<file path="config.mk">
export PLATFORM = sky130hd
export DESIGN_NAME = trgg_adc_scan
export DESIGN_NICKNAME = d
export VERILOG_FILES = /design/src/rtl/trgg_adc_scan.sv
export SDC_FILE = /design/constraint.sdc
export NUM_CORES = 1
export LEC_CHECK = 0
export ABC_AREA = 0
export CORE_MARGIN = 4
export CORE_UTILIZATION = 60
export DETAILED_ROUTE_END_ITERATION = 8
export GPL_TIMING_DRIVEN = 0
export PLACE_DENSITY = 0.85
export SYNTH_ARGS = -nofsm -noshare
export SYNTH_HDL_FRONTEND = slang
export SYNTH_SLANG_ARGS = --single-unit
</file>
<file path="constraint.sdc">
create_clock -name clk -period 4 [get_ports clk]
set_input_delay 1 -clock clk [delete_from_list [all_inputs] [get_ports clk]]
set_output_delay 1 -clock clk [all_outputs]
set_load 0.1 [all_outputs]
</file>
<file path="src/rtl/trgg_adc_scan.sv">
// Multi-channel SPI ADC scanner for the trigger input path.
// One shared sequencer clocks NCH ADC links in lockstep (SPI mode 0, MSB first),
// shifts CMD out on mosi and a DW-bit sample in from each miso, then publishes
// all samples at once together with per-channel hysteresis trigger flags.
//
// Output strobe semantics: tval is a single-cycle valid with no ready/backpressure;
// on the cycle tval is high, tout and tflag already hold the new frame and they
// stay stable until the next tval.
module trgg_adc_scan #(
    parameter int              NCH = 2,
    parameter int              DW  = 16,
    parameter int              DIV = 4,
    parameter int              GAP = 8,
    parameter logic [DW-1:0]   CMD = '0,
    parameter logic [DW-1:0]   HYS = '0
) (
    input  logic               clk,
    input  logic               rst,
    input  logic               en,
    input  logic [DW-1:0]      thr,
    input  logic [0:NCH-1]     miso,
    output logic [0:NCH-1]     mosi,
    output logic [0:NCH-1]     cs,
    output logic [0:NCH-1]     sclk,
    output logic [0:NCH*DW-1]  tout,
    output logic               tval,
    output logic [0:NCH-1]     tflag
);

    localparam int CNT_MAX = (DIV > GAP) ? DIV : GAP;
    localparam int CW      = $clog2(CNT_MAX + 1);
    localparam int BW      = $clog2(DW + 1);

    typedef enum logic [1:0] {
        S_IDLE  = 2'd0,
        S_LEAD  = 2'd1,
        S_SHIFT = 2'd2,
        S_GAP   = 2'd3
    } state_t;

    state_t             r_state;
    state_t             w_state_nxt;
    logic [CW-1:0]      r_cnt;
    logic [CW-1:0]      w_cnt_lim;
    logic               w_cnt_done;
    logic [BW-1:0]      r_bit;
    logic               w_last_bit;
    logic               w_lead_go;
    logic               w_rise;
    logic               w_fall;
    logic               w_publish;

    logic               r_cs;
    logic               r_sclk;
    logic               r_mosi;
    logic               r_tval;
    logic [DW-1:0]      r_cmd;
    logic [DW-1:0]      r_thr;
    logic [DW-1:0]      w_thr_lo;
    logic [DW-1:0]      r_shreg [NCH];
    logic [0:NCH*DW-1]  r_tout;
    logic [0:NCH-1]     r_flag;

    assign w_last_bit = (r_bit == BW'(DW - 1));

    // Lower hysteresis bound, saturating at zero so a small threshold never wraps.
    assign w_thr_lo = (r_thr >= HYS) ? (r_thr - HYS) : '0;

    // State register.
    always_ff @(posedge clk or negedge rst) begin
        if (!rst) begin
            r_state <= S_IDLE;
        end else begin
            r_state <= w_state_nxt;
        end
    end

    // Next-state logic plus the per-edge control strobes used by the datapath.
    always_comb begin
        w_state_nxt = r_state;
        w_cnt_lim   = '0;
        w_lead_go   = 1'b0;
        w_rise      = 1'b0;
        w_fall      = 1'b0;
        w_publish   = 1'b0;
        case (r_state)
            S_LEAD, S_SHIFT: w_cnt_lim = CW'(DIV - 1);
            S_GAP:           w_cnt_lim = CW'(GAP - 1);
            default:         w_cnt_lim = '0;
        endcase
        w_cnt_done = (r_cnt == w_cnt_lim);
        case (r_state)
            S_IDLE: begin
                if (en) begin
                    w_lead_go   = 1'b1;
                    w_state_nxt = S_LEAD;
                end
            end
            S_LEAD: begin
                if (w_cnt_done) begin
                    w_rise      = 1'b1;
                    w_state_nxt = S_SHIFT;
                end
            end
            S_SHIFT: begin
                if (w_cnt_done) begin
                    if (r_sclk) begin
                        w_fall = 1'b1;
                    end else if (w_last_bit) begin
                        w_publish   = 1'b1;
                        w_state_nxt = S_GAP;
                    end else begin
                        w_rise = 1'b1;
                    end
                end
            end
            S_GAP: begin
                if (w_cnt_done) begin
                    if (en) begin
                        w_lead_go   = 1'b1;
                        w_state_nxt = S_LEAD;
                    end else begin
                        w_state_nxt = S_IDLE;
                    end
                end
            end
            default: w_state_nxt = S_IDLE;
        endcase
    end

    // Phase counter: restarts whenever a timed phase (lead, half bit, gap) ends.
    always_ff @(posedge clk or negedge rst) begin
        if (!rst) begin
            r_cnt <= '0;
        end else if (r_state == S_IDLE || w_cnt_done) begin
            r_cnt <= '0;
        end else begin
            r_cnt <= r_cnt + CW'(1);
        end
    end

    // Bit counter: cleared at frame start, advanced on every rising sclk after the first.
    always_ff @(posedge clk or negedge rst) begin
        if (!rst) begin
            r_bit <= '0;
        end else if (w_lead_go) begin
            r_bit <= '0;
        end else if (w_rise && r_state == S_SHIFT) begin
            r_bit <= r_bit + BW'(1);
        end
    end

    // SPI line drivers and command shifter; mosi moves only when sclk falls.
    always_ff @(posedge clk or negedge rst) begin
        if (!rst) begin
            r_cs   <= 1'b1;
            r_sclk <= 1'b0;
            r_mosi <= 1'b0;
            r_cmd  <= '0;
        end else begin
            if (w_lead_go) begin
                r_cs   <= 1'b0;
                r_sclk <= 1'b0;
                r_mosi <= CMD[DW-1];
                r_cmd  <= {CMD[DW-2:0], 1'b0};
            end
            if (w_rise) begin
                r_sclk <= 1'b1;
            end
            if (w_fall) begin
                r_sclk <= 1'b0;
                r_mosi <= r_cmd[DW-1];
                r_cmd  <= {r_cmd[DW-2:0], 1'b0};
            end
            if (w_publish) begin
                r_cs <= 1'b1;
            end
        end
    end

    // Threshold is frozen at frame start so mid-frame changes cannot affect a compare.
    always_ff @(posedge clk or negedge rst) begin
        if (!rst) begin
            r_thr <= '0;
        end else if (w_lead_go) begin
            r_thr <= thr;
        end
    end

    // Per-channel receive shift registers, loaded on each sclk rising edge.
    always_ff @(posedge clk or negedge rst) begin
        if (!rst) begin
            for (int i = 0; i < NCH; i++) begin
                r_shreg[i] <= '0;
            end
        end else if (w_rise) begin
            for (int i = 0; i < NCH; i++) begin
                r_shreg[i] <= {r_shreg[i][DW-2:0], miso[i]};
            end
        end
    end

    // Publish samples and update hysteresis flags as chip select rises.
    always_ff @(posedge clk or negedge rst) begin
        if (!rst) begin
            r_tout <= '0;
            r_flag <= '0;
            r_tval <= 1'b0;
        end else begin
            r_tval <= w_publish;
            if (w_publish) begin
                for (int i = 0; i < NCH; i++) begin
                    r_tout[DW*i +: DW] <= r_shreg[i];
                    if (r_shreg[i] >= r_thr) begin
                        r_flag[i] <= 1'b1;
                    end else if (r_shreg[i] < w_thr_lo) begin
                        r_flag[i] <= 1'b0;
                    end
                end
            end
        end
    end

    assign cs    = {NCH{r_cs}};
    assign sclk  = {NCH{r_sclk}};
    assign mosi  = {NCH{r_mosi}};
    assign tout  = r_tout;
    assign tval  = r_tval;
    assign tflag = r_flag;

endmodule
</file>
==> results.md <==
| Quantity | Reported |
|:---|:---|
| Data arrival time at the worst-slack endpoint | 2.14 ns |
| Critical-path maximum fanout | 3 |
| Final hold vios | 0 |
| Cell at the root of the clock tree | sky130_fd_sc_hd__clkbuf_8 |
| Portion of the clock cycle consumed by the worst path in the final layout | 78.5% |
| Area share of the largest cell type after synthesis | 50.1% |
| Overall routed net length | 9350 um |
| Post-synthesis cell type with the largest combined area | sky130_fd_sc_hd__dfrtp_1 |
| Die boundary width | 96.9 um |
| Fmax | 0.318 GHz |
| CP startpoint kind | register |
| Total inserted antenna cells | 0 |
| Setup repair after global routing missed its margin | no |
| Cell count after synthesis | 418 |
| Result of the run | complete, no violations |
| Worst Hold Class | register to register |
| Number of maximum-capacitance violations | 0 |
| Headroom to the max-slew limit | 33.3% |
| Standard-cell rows | 32 |
| Clock sink count | 96 |
| Async set or reset register ratio after synthesis | 100% |
| Core Area | 0.00773 sq mm |
| Wire length of the first global-routing pass | 16000 um |
| Resized cells post-CTS | 0 |
| Post-Synth Adder-Cell Area | 10.5% |
| Most frequent standard cell in the layout excluding fill and tap cells | sky130_fd_sc_hd__nand2_1 |
| Portion of netlist area occupied by mux cells | 13.4% |
| Worst-Margin Slew | 0.997 ns |
| Largest net degree at the start of global routing | 53 |
| Input/output buffers | 59 |
| Antenna-violating nets left | 0 |
| Synth cell types | 43 |
| Synth-to-Final Area Change | 19.4% |
| Setup TNS | 0 ns |
| Number of warning messages in the yosys log | 0 |
| Crit path capture type | output pin |
| Vias post-DR | 3217 |
| Worst clock skew | 0.0113 ns |
| Xor-xnor portion of the synthesized cell area | 0.738% |
| Commonest register cell after synthesis | sky130_fd_sc_hd__dfrtp_1 |
| Detailed Place HPWL | 7100 um |
| Die ar. | 0.00939 sq mm |
| Drt first pass iters | 8 |
| Fraction of the mapped netlist area in compound gates | 6.75% |
| Pwr/cell area | 298 mW/mm^2 |
| Maximum clock insertion buffer count | 2 |
| Basic-gate share of the synthesized area counting and, or, nand and nor cells | 12.4% |
| Post-synth design cell area | 0.00474 sq mm |
| Total Routing Usage GR | 21.2% |
| Final net count | 551 |
| Via count normalized by instance count | 5.39 |
| Clock slew at the register clock pins of the worst setup and hold paths | 0.09 ns |
| Vias in the first global route | 3359 |
| Worst-skew pair later-pin latency | 0.36 ns |
| Highest ir drop seen on vdd | 206 uV |
| Largest cells by area after synthesis | sky130_fd_sc_hd__dfrtp_1 (50%), sky130_fd_sc_hd__ha_1 (11%), sky130_fd_sc_hd__nand2_1 (8.1%) |
| DRT iter0 DRCs | 114 |
| DR WL/cell | 15.7 um |
| Endpoints failing setup | 0 |
| Effective utilization at floorplan | 61.4% |
| Portion of the post-synthesis area used by sequential elements | 50.7% |
| Drc violations | 0 |
| Post-route worst setup slack | 0.858 ns |
| Final max-slew violation count | 0 |
| Hold buffer count at CTS | 0 |
| GRT overflow | 0 |
| Syn Area/Cell | 11.4 sq um |
| Fill count | 547 |
| Pre-CTS setup slack | 1.24 ns |
| Count of buffers added by post-CTS timing repair for setup | 0 |
| Max H-tree Level | 3 |
| Antenna violations before repair | 0 |
| Class of the most critical setup path | register to output pin |
| Dominant combinational cell family by area after synthesis | multiplexers |
| Clock buffers created by TritonCTS | 9 |
| Required time at the worst-slack endpoint | 3.00 ns |
| Final Wtd Congestion | 0.878 |
| Most frequent cells in the layout | sky130_fd_sc_hd__nand2_1 (103), sky130_fd_sc_hd__dfrtp_1 (95), sky130_fd_sc_hd__clkdlybuf4s50_1 (58), sky130_fd_sc_hd__ha_1 (40), sky130_fd_sc_hd__inv_1 (26) |
| Die H | 96.9 um |
| Clock tree from TritonCTS | done |
| Leakage power | 2.81 nW |
| Synth Register Bits | 96 |
| Ratio of cells with drive above 1 in the final layout | 17.4% |
| Io pins | 62 |
| Number of enable-type register cells in the synthesized netlist | 0 |
| Min Clock Period, post-route | 3.14 ns |
-- path summary, 6_finish.rpt --
check | from | endpoint | slack (ns) | depth (start not counted)
max in group asynchronous | rst | r_cs$_DFFE_PN1P_ | 2.63 | 2
worst max register to register | r_state[0]$_DFFE_PN0P_ | r_state[1]$_DFFE_PN0P_ | 1.59 | 8
worst max-delay path | r_cs$_DFFE_PN1P_ | cs[0] | 0.86 | 2
worst min register to register | tout[24]$_DFFE_PN0P_ | tout[24]$_DFFE_PN0P_ | 0.48 | 2
min in group asynchronous | rst | tout[23]$_DFFE_PN0P_ | 0.65 | 1
worst min-delay path | tout[24]$_DFFE_PN0P_ | tout[24]$_DFFE_PN0P_ | 0.48 | 2
-- worst max-delay path: stages (launching register included) --
cell,delay [ns]
sky130_fd_sc_hd__dfstp_2,0.55
sky130_fd_sc_hd__buf_4,0.10
sky130_fd_sc_hd__clkdlybuf4s50_1,1.12
-- through the flow --
| stage | utilization [%] | std cells | hold WS, ns | total power, W | cell area (sq um) |
|---|---|---|---|---|---|
| after floorplan | - | 419 | 0.447 | 0.00107 | 4750 |
| after CTS | 73.3 | 597 | 0.484 | 0.00171 | 5660 |
| after global placement | 70.7 | 580 | 0.456 | 0.00112 | 5470 |
| final | 73.3 | 597 | 0.476 | 0.00169 | 5660 |
| after global routing | 73.3 | 597 | 0.505 | 0.00176 | 5660 |
| after detailed placement | 71.0 | 581 | 0.463 | 0.00113 | 5480 |
-- layout make-up --
cell class                 instances  area (sq um)  share of cell area [%]
tap                              102           128                    2.25
sequential                        96          2400                    42.4
multi-input combinational        277          2090                    36.9
buffer                            19           155                    2.74
timing repair buffer              60           608                    10.7
clock inverter                     7          55.1                   0.972
inverter                          27           101                    1.79
clock buffer                       9           124                    2.19
-- metal layers --
| layer | wire length [um] | global-route usage, % | vias to the layer above |
|---|---|---|---|
| met3 | 383 | 4.25 | 16 |
| met5 | 0 | 0 | - |
| li1 | - | - | 1562 |
| met2 | 4620 | 35.0 | 83 |
| met4 | 177 | 7.78 | 0 |
| met1 | 4170 | 27.7 | 1556 |
-- flip-flops by register name (all words and copies together), names as in the netlist --
signal / cells
r_shreg: 32
tout: 32
r_thr: 16
r_bit: 5
r_cnt: 4
r_state: 2
tflag: 2
r_cs: 1
r_sclk: 1
tval: 1
-- synth_stat cells, drive strengths merged (5+ instances only) --
cell type,number
o21ai,7
a21oi,12
mux2,48
nand2,103
inv,26
ha,40
and3,5
nor2,6
nand4,7
buf,16
dfrtp,95
nand3,5
-- where the power goes --
| part | internal (W) | switching, W | leakage [nW] | total [W] |
|---|---|---|---|---|
| logic | 0.0000514 | 0.0000608 | 1.47 | 0.000112 |
| clock network | 0.000231 | 0.000350 | 0.0862 | 0.000581 |
| registers | 0.000984 | 0.0000121 | 1.26 | 0.000996 |
| total | 0.00127 | 0.000423 | 2.81 | 0.00169 |
-- logic make-up (layout without fill, tap and decap cells) --
family / after synthesis / after routing
mux: 48 / 48
flops: 96 / 96
simple gates: 137 / 137
buf+inv: 46 / 122
xor+xnor: 4 / 4
compound gates: 46 / 46
other cells: 1 / 2
fa+ha+maj: 40 / 40
No activity file was read; power rests on OpenSTA's default activity.
